$ cat src/rtl/atm_pkg.sv
// Shared constants for the ATM keypad entry block: key codes, FSM state
// encodings and the digit field width.
package atm_pkg;

  localparam int FIELD_W = 12;

  localparam logic [3:0] KEY_CLEAR  = 4'hA;
  localparam logic [3:0] KEY_ENTER  = 4'hB;
  localparam logic [3:0] KEY_LANG   = 4'hC;
  localparam logic [3:0] KEY_CANCEL = 4'hF;

  localparam logic [2:0] ST_IDLE = 3'd0;
  localparam logic [2:0] ST_ACCT = 3'd1;
  localparam logic [2:0] ST_LANG = 3'd2;
  localparam logic [2:0] ST_PIN  = 3'd3;
  localparam logic [2:0] ST_HOLD = 3'd4;

  function automatic logic is_digit(input logic [3:0] key);
    return key <= 4'd9;
  endfunction

endpackage

$ cat src/rtl/atm_digit_field.sv
// Nibble-per-digit shift field with a digit counter; clear wins over shift
// and digits beyond DIGITS are dropped.
module atm_digit_field
  import atm_pkg::*;
#(
  parameter int DIGITS = 3
) (
  input  logic               clk,
  input  logic               rst,
  input  logic               clr,
  input  logic               shift,
  input  logic [3:0]         digit,
  output logic [FIELD_W-1:0] field,
  output logic               full
);

  localparam int CW = $clog2(DIGITS + 1);

  logic [FIELD_W-1:0] field_q, field_d;
  logic [CW-1:0]      count_q, count_d;

  assign full  = (count_q == CW'(DIGITS));
  assign field = field_q;

  always_comb begin
    field_d = field_q;
    count_d = count_q;
    if (clr) begin
      field_d = '0;
      count_d = '0;
    end else if (shift && !full) begin
      field_d = {field_q[FIELD_W-5:0], digit};
      count_d = count_q + 1'b1;
    end
  end

  always_ff @(posedge clk or posedge rst) begin
    if (rst) begin
      field_q <= '0;
      count_q <= '0;
    end else begin
      field_q <= field_d;
      count_q <= count_d;
    end
  end

endmodule

$ cat src/rtl/atm_keypad_entry.sv
// ATM keypad entry sequencer: account digits, language, PIN, then hold until
// the ATM acknowledges. Define ENTRY_TIMEOUT_EN to abort idle entries.
//
// state   | meaning
// IDLE    | no card, all outputs cleared
// ACCT    | collecting account digits
// LANG    | waiting for language key C
// PIN     | collecting PIN digits
// HOLD    | entry complete, outputs frozen until entry_ack
module atm_keypad_entry
  import atm_pkg::*;
#(
  parameter int TIMEOUT_CYCLES = 1000,
  parameter int DIGITS         = 3
) (
  input  logic        clk,
  input  logic        rst,
  input  logic        card_in,
  input  logic        key_valid,
  input  logic [3:0]  key_code,
  input  logic        entry_ack,
  output logic [11:0] Account_Number,
  output logic [11:0] PIN,
  output logic        LC,
  output logic        entry_valid,
  output logic        entry_error,
  output logic        busy
);

  if (TIMEOUT_CYCLES < 1) begin : g_bad_timeout
    $error("TIMEOUT_CYCLES must be at least 1");
  end

  logic [2:0] state_q, state_d;
  logic       lc_q, lc_d;
  logic       err_q, err_d;
  logic       acct_clr, acct_shift, acct_full;
  logic       pin_clr, pin_shift, pin_full;
  logic       abort, timeout, active;
  logic [FIELD_W-1:0] acct_field, pin_field;

  assign active = (state_q == ST_ACCT) || (state_q == ST_LANG) || (state_q == ST_PIN);

  atm_digit_field #(.DIGITS(DIGITS)) u_acct (
    .clk   (clk),
    .rst   (rst),
    .clr   (acct_clr),
    .shift (acct_shift),
    .digit (key_code),
    .field (acct_field),
    .full  (acct_full)
  );

  atm_digit_field #(.DIGITS(DIGITS)) u_pin (
    .clk   (clk),
    .rst   (rst),
    .clr   (pin_clr),
    .shift (pin_shift),
    .digit (key_code),
    .field (pin_field),
    .full  (pin_full)
  );

  always_comb begin
    state_d    = state_q;
    lc_d       = lc_q;
    err_d      = 1'b0;
    acct_clr   = 1'b0;
    acct_shift = 1'b0;
    pin_clr    = 1'b0;
    pin_shift  = 1'b0;
    abort      = 1'b0;
    case (state_q)
      ST_IDLE: begin
        if (card_in) begin
          state_d  = ST_ACCT;
          acct_clr = 1'b1;
          pin_clr  = 1'b1;
          lc_d     = 1'b0;
        end
      end
      ST_ACCT: begin
        if (key_valid) begin
          case (key_code)
            KEY_CLEAR:  acct_clr = 1'b1;
            KEY_ENTER:  if (acct_full) state_d = ST_LANG; else err_d = 1'b1;
            KEY_CANCEL: abort = 1'b1;
            default:    acct_shift = is_digit(key_code);
          endcase
        end
      end
      ST_LANG: begin
        if (key_valid) begin
          if (key_code == KEY_LANG) begin
            state_d = ST_PIN;
            lc_d    = 1'b1;
          end else if (key_code == KEY_CANCEL) begin
            abort = 1'b1;
          end
        end
      end
      ST_PIN: begin
        if (key_valid) begin
          case (key_code)
            KEY_CLEAR:  pin_clr = 1'b1;
            KEY_ENTER:  if (pin_full) state_d = ST_HOLD; else err_d = 1'b1;
            KEY_CANCEL: abort = 1'b1;
            default:    pin_shift = is_digit(key_code);
          endcase
        end
      end
      ST_HOLD: begin
        if (entry_ack) begin
          state_d  = ST_IDLE;
          acct_clr = 1'b1;
          pin_clr  = 1'b1;
          lc_d     = 1'b0;
        end
      end
      default: state_d = ST_IDLE;
    endcase
    // Card removal and timeout override whatever the key decode chose.
    if (timeout) abort = 1'b1;
    if (state_q != ST_IDLE && !card_in) abort = 1'b1;
    if (abort) begin
      state_d    = ST_IDLE;
      acct_clr   = 1'b1;
      pin_clr    = 1'b1;
      acct_shift = 1'b0;
      pin_shift  = 1'b0;
      lc_d       = 1'b0;
      err_d      = 1'b1;
    end
  end

`ifdef ENTRY_TIMEOUT_EN
  localparam int TW = $clog2(TIMEOUT_CYCLES + 1);
  localparam logic [TW-1:0] RELOAD = TW'(TIMEOUT_CYCLES - 1);

  logic [TW-1:0] timer_q, timer_d;

  // Down-counter; terminal count with no key this cycle means the user stalled.
  assign timeout = active && !key_valid && (timer_q == '0);

  always_comb begin
    timer_d = timer_q - 1'b1;
    if (!active || key_valid || state_d != state_q) timer_d = RELOAD;
  end

  always_ff @(posedge clk or posedge rst) begin
    if (rst) timer_q <= '0;
    else     timer_q <= timer_d;
  end
`else
  assign timeout = 1'b0;
`endif

  always_ff @(posedge clk or posedge rst) begin
    if (rst) begin
      state_q <= ST_IDLE;
      lc_q    <= 1'b0;
      err_q   <= 1'b0;
    end else begin
      state_q <= state_d;
      lc_q    <= lc_d;
      err_q   <= err_d;
    end
  end

  assign Account_Number = acct_field;
  assign PIN            = pin_field;
  assign LC             = lc_q;
  assign entry_valid    = (state_q == ST_HOLD);
  assign entry_error    = err_q;
  assign busy           = (state_q != ST_IDLE);

endmodule

$ cat config.mk
export PLATFORM = sky130hd
export DESIGN_NAME = atm_keypad_entry
export DESIGN_NICKNAME = d
export VERILOG_FILES = /design/src/rtl/atm_pkg.sv /design/src/rtl/atm_digit_field.sv /design/src/rtl/atm_keypad_entry.sv
export SDC_FILE = /design/constraint.sdc
export NUM_CORES = 1
export LEC_CHECK = 0
export CAP_MARGIN = 40
export CORE_ASPECT_RATIO = 1.25
export CORE_UTILIZATION = 35
export CTS_CLUSTER_DIAMETER = 30
export DETAILED_ROUTE_END_ITERATION = 10
export HOLD_SLACK_MARGIN = 0.03
export PLACE_DENSITY = 0.62
export SLEW_MARGIN = 25
export SYNTH_ARGS = -nofsm -noshare
export SYNTH_HDL_FRONTEND = slang
export SYNTH_SLANG_ARGS = --single-unit
$ cat constraint.sdc
create_clock -name clk -period 1.8 [get_ports clk]
set_input_delay 0.36 -clock clk [delete_from_list [all_inputs] [get_ports clk]]
set_output_delay 0.36 -clock clk [all_outputs]
set_load 0.02 [all_outputs]
==> results of run 1 <==
## per-stage QoR
stage / util (%) / cells / TNS [ns] / worst slack (ns) / total power [mW]
global placement: 47.7 / 266 / -7.43 / -0.322 / 1.84
floorplan: - / 159 / 0 / 0.310 / 1.52
CTS: 49.8 / 275 / 0 / 0.0480 / 2.43
finish: 50.2 / 275 / 0 / 0.0180 / 2.41
detailed placement: 47.7 / 266 / -8.68 / -0.405 / 1.86
global route: 50.2 / 275 / -0.155 / -0.0163 / 2.55
## routing by layer
metal | share of wire, % | track usage, % | vias up
met4 | 2.3 | 8.91 | 0
li1 | - | - | 673
met5 | 0 | 0 | -
met3 | 4.1 | 3.06 | 8
met1 | 42 | 21.1 | 692
met2 | 51 | 27.7 | 46
## sequential cells by signal, summed over array words and instances, names as in the netlist
signal / flops
u_acct.count_q: 2
entry_error: 1
u_pin.count_q: 2
state_q: 3
u_pin.field: 12
u_acct.field: 12
LC: 1
## worst min path at each step
stage / startpoint / end / slack [ns] / cells past startpoint
after floorplan: rst / LC$_DFFE_PP0P_ / 0.49 / 1
after global placement: LC$_DFFE_PP0P_ / LC$_DFFE_PP0P_ / 0.50 / 2
after detailed placement: LC$_DFFE_PP0P_ / LC$_DFFE_PP0P_ / 0.50 / 2
after CTS: rst / u_acct.field[3]$_DFFE_PP0P_ / 0.49 / 3
after global routing: rst / u_acct.field[7]$_DFFE_PP0P_ / 0.52 / 3
final: rst / u_acct.field[3]$_DFFE_PP0P_ / 0.48 / 3
## worst min-delay path: cells and delay by family
| kind | cells | cell delay (ns) |
|---|---|---|
| buffers and inverters | 3 | 0.82 |
## cell type report
type / instances / share of cell area [%]
inverters: 5 / 0.884
repair buffers: 57 / 23.1
clock inverters: 2 / 0.416
multi-input cells: 112 / 35.0
flip-flops and latches: 33 / 34.4
clock buffers: 6 / 3.01
well taps: 60 / 3.12
## report_power, final
part | total, mW | internal (mW) | switching (mW) | leakage, nW
registers | 0.906 | 0.829 | 0.0771 | 0.451
clock network | 0.519 | 0.267 | 0.252 | 0.0450
logic | 0.986 | 0.465 | 0.521 | 0.740
total | 2.41 | 1.56 | 0.850 | 1.24
## cell families after synthesis
group | count (synthesis)
AOI/OAI and AO/OA | 19
xor gates and xnor gates | 2
adders and majority gates | 2
buffers and inverters | 14
DFF | 33
muxes | 27
and+or+nand+nor | 62
## layout by cell type (no fill, tap or decap), types with 2 or more instances in the layout
cell / netlist / final
sky130_fd_sc_hd__o21ai_0: 2 / 2
sky130_fd_sc_hd__nor2_1: 32 / 32
sky130_fd_sc_hd__clkinv_2: 0 / 2
sky130_fd_sc_hd__nand3_1: 2 / 2
sky130_fd_sc_hd__clkbuf_8: 0 / 5
sky130_fd_sc_hd__dfrtp_2: 0 / 2
sky130_fd_sc_hd__o21ai_2: 1 / 2
sky130_fd_sc_hd__a21oi_1: 3 / 3
sky130_fd_sc_hd__ha_1: 2 / 2
sky130_fd_sc_hd__nand2_1: 5 / 5
sky130_fd_sc_hd__dfrtp_1: 33 / 31
sky130_fd_sc_hd__mux2i_1: 26 / 26
sky130_fd_sc_hd__buf_12: 0 / 3
sky130_fd_sc_hd__clkdlybuf4s50_1: 0 / 34
sky130_fd_sc_hd__dlygate4sd2_1: 0 / 2
sky130_fd_sc_hd__xor2_1: 2 / 2
sky130_fd_sc_hd__and2b_2: 2 / 2
sky130_fd_sc_hd__nor3_1: 3 / 3
sky130_fd_sc_hd__inv_1: 4 / 4
sky130_fd_sc_hd__nand2b_1: 2 / 2
sky130_fd_sc_hd__buf_4: 3 / 17
sky130_fd_sc_hd__nor2b_1: 3 / 3
sky130_fd_sc_hd__nand4_1: 5 / 5
sky130_fd_sc_hd__nand4_4: 2 / 2
## repair_timing
action / CTS / global route
setup buffers: 1 / 0
cloned: 0 / 0
endpoints found under the setup margin: 16 / 14
gates resized for setup: 3 / 4
pin swaps: 1 / 0
==> results.md, run 1 <==
• **area of combinational cells with multiple inputs** 843 sq um
• **DIE AREA** 0.00535 sq mm
• **PD cells** 1000 mW/mm^2
• **area of the core** 0.00480 sq mm
• **normalized max-slew margin** 71.1%
• **predominant post-synthesis flop cell** sky130_fd_sc_hd__dfrtp_1
• **Register-to-Register Path Depth** 6
• **TritonCTS clock tree** yes
• **Setup-failing EPs final** 0
• **type of the most critical hold path** input pin to async pin
• **total cell area at the placement stage** 0.00229 sq mm
• **maxcap violations** 0
• **count of nets left with antenna violations after detail routing** 0
• **Yosys warning total** 0
• **count leader, synth** sky130_fd_sc_hd__dfrtp_1
• **Core Rows** 28
• **XOR/XNOR Fraction of Synth Area** 0.989%
• **cell types with the largest area share after synthesis** sky130_fd_sc_hd__dfrtp_1 47%, sky130_fd_sc_hd__mux2i_1 15%, sky130_fd_sc_hd__nor2_1 6.8%
• **maximum number of pins on one net before global-route repair** 34
• **number of buffers and inverters on the critical path** 3
• **Avg Synthesized Cell Area** 11.1 sq um
• **static leakage** 1.24 nW
• **startpoint-to-endpoint class of the critical path** input pin to register
• **I/O pin count** 37
• **terminus of the critical flop-to-flop path** u_acct.field[6]$_DFFE_PP0P_
• **wire length of the first global-routing pass** 6760 um
• **measured slew at the worst slew-check pin** 0.432 ns
• **simple-gate share of the synthesized area** 19.4%
• **number of hold-slack violations in the final timing report** 0
• **# fillers** 430
• **number of nets in the finished design** 225
• **total overflow reported by the global router** 0
• **cell area after layout** 0.00241 sq mm
• **insertion delay to the later sink of the worst-skew pair** 0.28 ns
• **Syn Nets** 170
• **CTS H-Tree Depth** 2
• **startpoint of the most critical setup path** key_code[3]
• **Gate Count Post-Synth** 159
• **quantity of I/O buffers inserted on ports** 36
• **storage element area** 828 sq um
• **worst path required time** 1.97 ns
• **number of buffers created by CTS** 5
• **share of the synthesized area in compound gates (AO/OA/AOI/OAI)** 9.89%
• **fraction of final layout cells sized beyond drive strength 1** 20.9%
• **Yosys cell types** 40
• **number of buffers added to fix hold violations after cts** 0
• **Slowest cell on crit path** sky130_fd_sc_hd__clkdlybuf4s50_1
• **main combinational cell family by area after synthesis** simple AND/OR/NAND/NOR gates
• **Post-Synthesis Cell Area** 0.00177 sq mm
• **Clock Sinks** 33
• **count of routing violations after the opening detailed-route iteration** 104
• **total iterations of the first detailed-routing run** 4
• **asr flop ratio synth** 100%
• **Final GP Congestion** 0.955
• **HPWL after DPL** 3090 um
• **Longest Clk Path Bufs** 2
• **horizontal die dimension** 65.6 um
• **Clock transition at path regs** 0.07 ns
• **initial antenna violation count** 0
• **vias in the first global route** 1420
• **fin crit share** 99.0%
• **family with the most delay on the worst path** buffers and inverters
• **type of element launching the critical path** input pin
• **overall via count from detail_route** 1419
• **Synth Area in Adders** 1.41%
• **Clock Root Buffer** sky130_fd_sc_hd__clkbuf_8
• **arrival time worst endpoint** 1.95 ns
• **worst hold slack across all endpoints** 0.479 ns
• **ANT cells** 0
• **P&R area growth vs syn** 36.0%
• **gr usage total** 16.9%
• **area share of the leading cell type in the synthesized netlist** 46.6%
• **worst r2r src** state_q[2]$_DFFE_PP0P_
• **max frequency** 561 MHz
• **sum of routed wire length over all layers** 4170 um
• **Peak VDD IR** 0.660 mV
• **leading post-synthesis cells by instance count** 33 x sky130_fd_sc_hd__dfrtp_1, 32 x sky130_fd_sc_hd__nor2_1, 26 x sky130_fd_sc_hd__mux2i_1
• **Worst setup endpoint** u_acct.field[6]$_DFFE_PP0P_
• **sequential-to-total area share from yosys stat** 46.6%
• **cell type with the highest aggregate area in the netlist** sky130_fd_sc_hd__dfrtp_1
• **post-detailed-route DRC marker count** 0
• **number of enable flip-flop cells after synthesis** 0
• **Clock Skews** 0.00411 ns
• **Final min period** 1.78 ns
• **Die Y-Extent** 81.5 um
• **instance count on the critical path** 7
• **fraction of synthesized area in multiplexers** 15.3%
• **flip-flop and latch count after synthesis** 33
• **type of destination of the critical path** register
• **average wire length per cell after detail routing** 15.2 um
• **final number of max-transition violations** 0
• **result of the run** finished clean
• **post-detailed-route via-to-cell ratio** 5.16
• **reg-to-reg setup timing slack** 0.09 ns
• **worst-path fanout max** 14
• **worst stage delay on the critical path** 0.52 ns
• **effective utilization at floorplan** 36.9%
• **cells along the critical path** clkdlybuf4s50_1, buf_4, nand4b_1, o32a_4, o41ai_4, buf_12, nor2_1
Note: power is estimated with default switching activity, not from simulation.
==> run 2: changes to the inputs <==
--- a/config.mk
+++ b/config.mk
@@ -9,6 +9,7 @@
 export CORE_ASPECT_RATIO = 1.25
 export CORE_UTILIZATION = 35
 export CTS_CLUSTER_DIAMETER = 30
+export CTS_CLUSTER_SIZE = 24
 export DETAILED_ROUTE_END_ITERATION = 10
 export HOLD_SLACK_MARGIN = 0.03
 export PLACE_DENSITY = 0.62
==> results of run 2 <==
No change in the layout: final DEF, timing and power equal those of run 1.
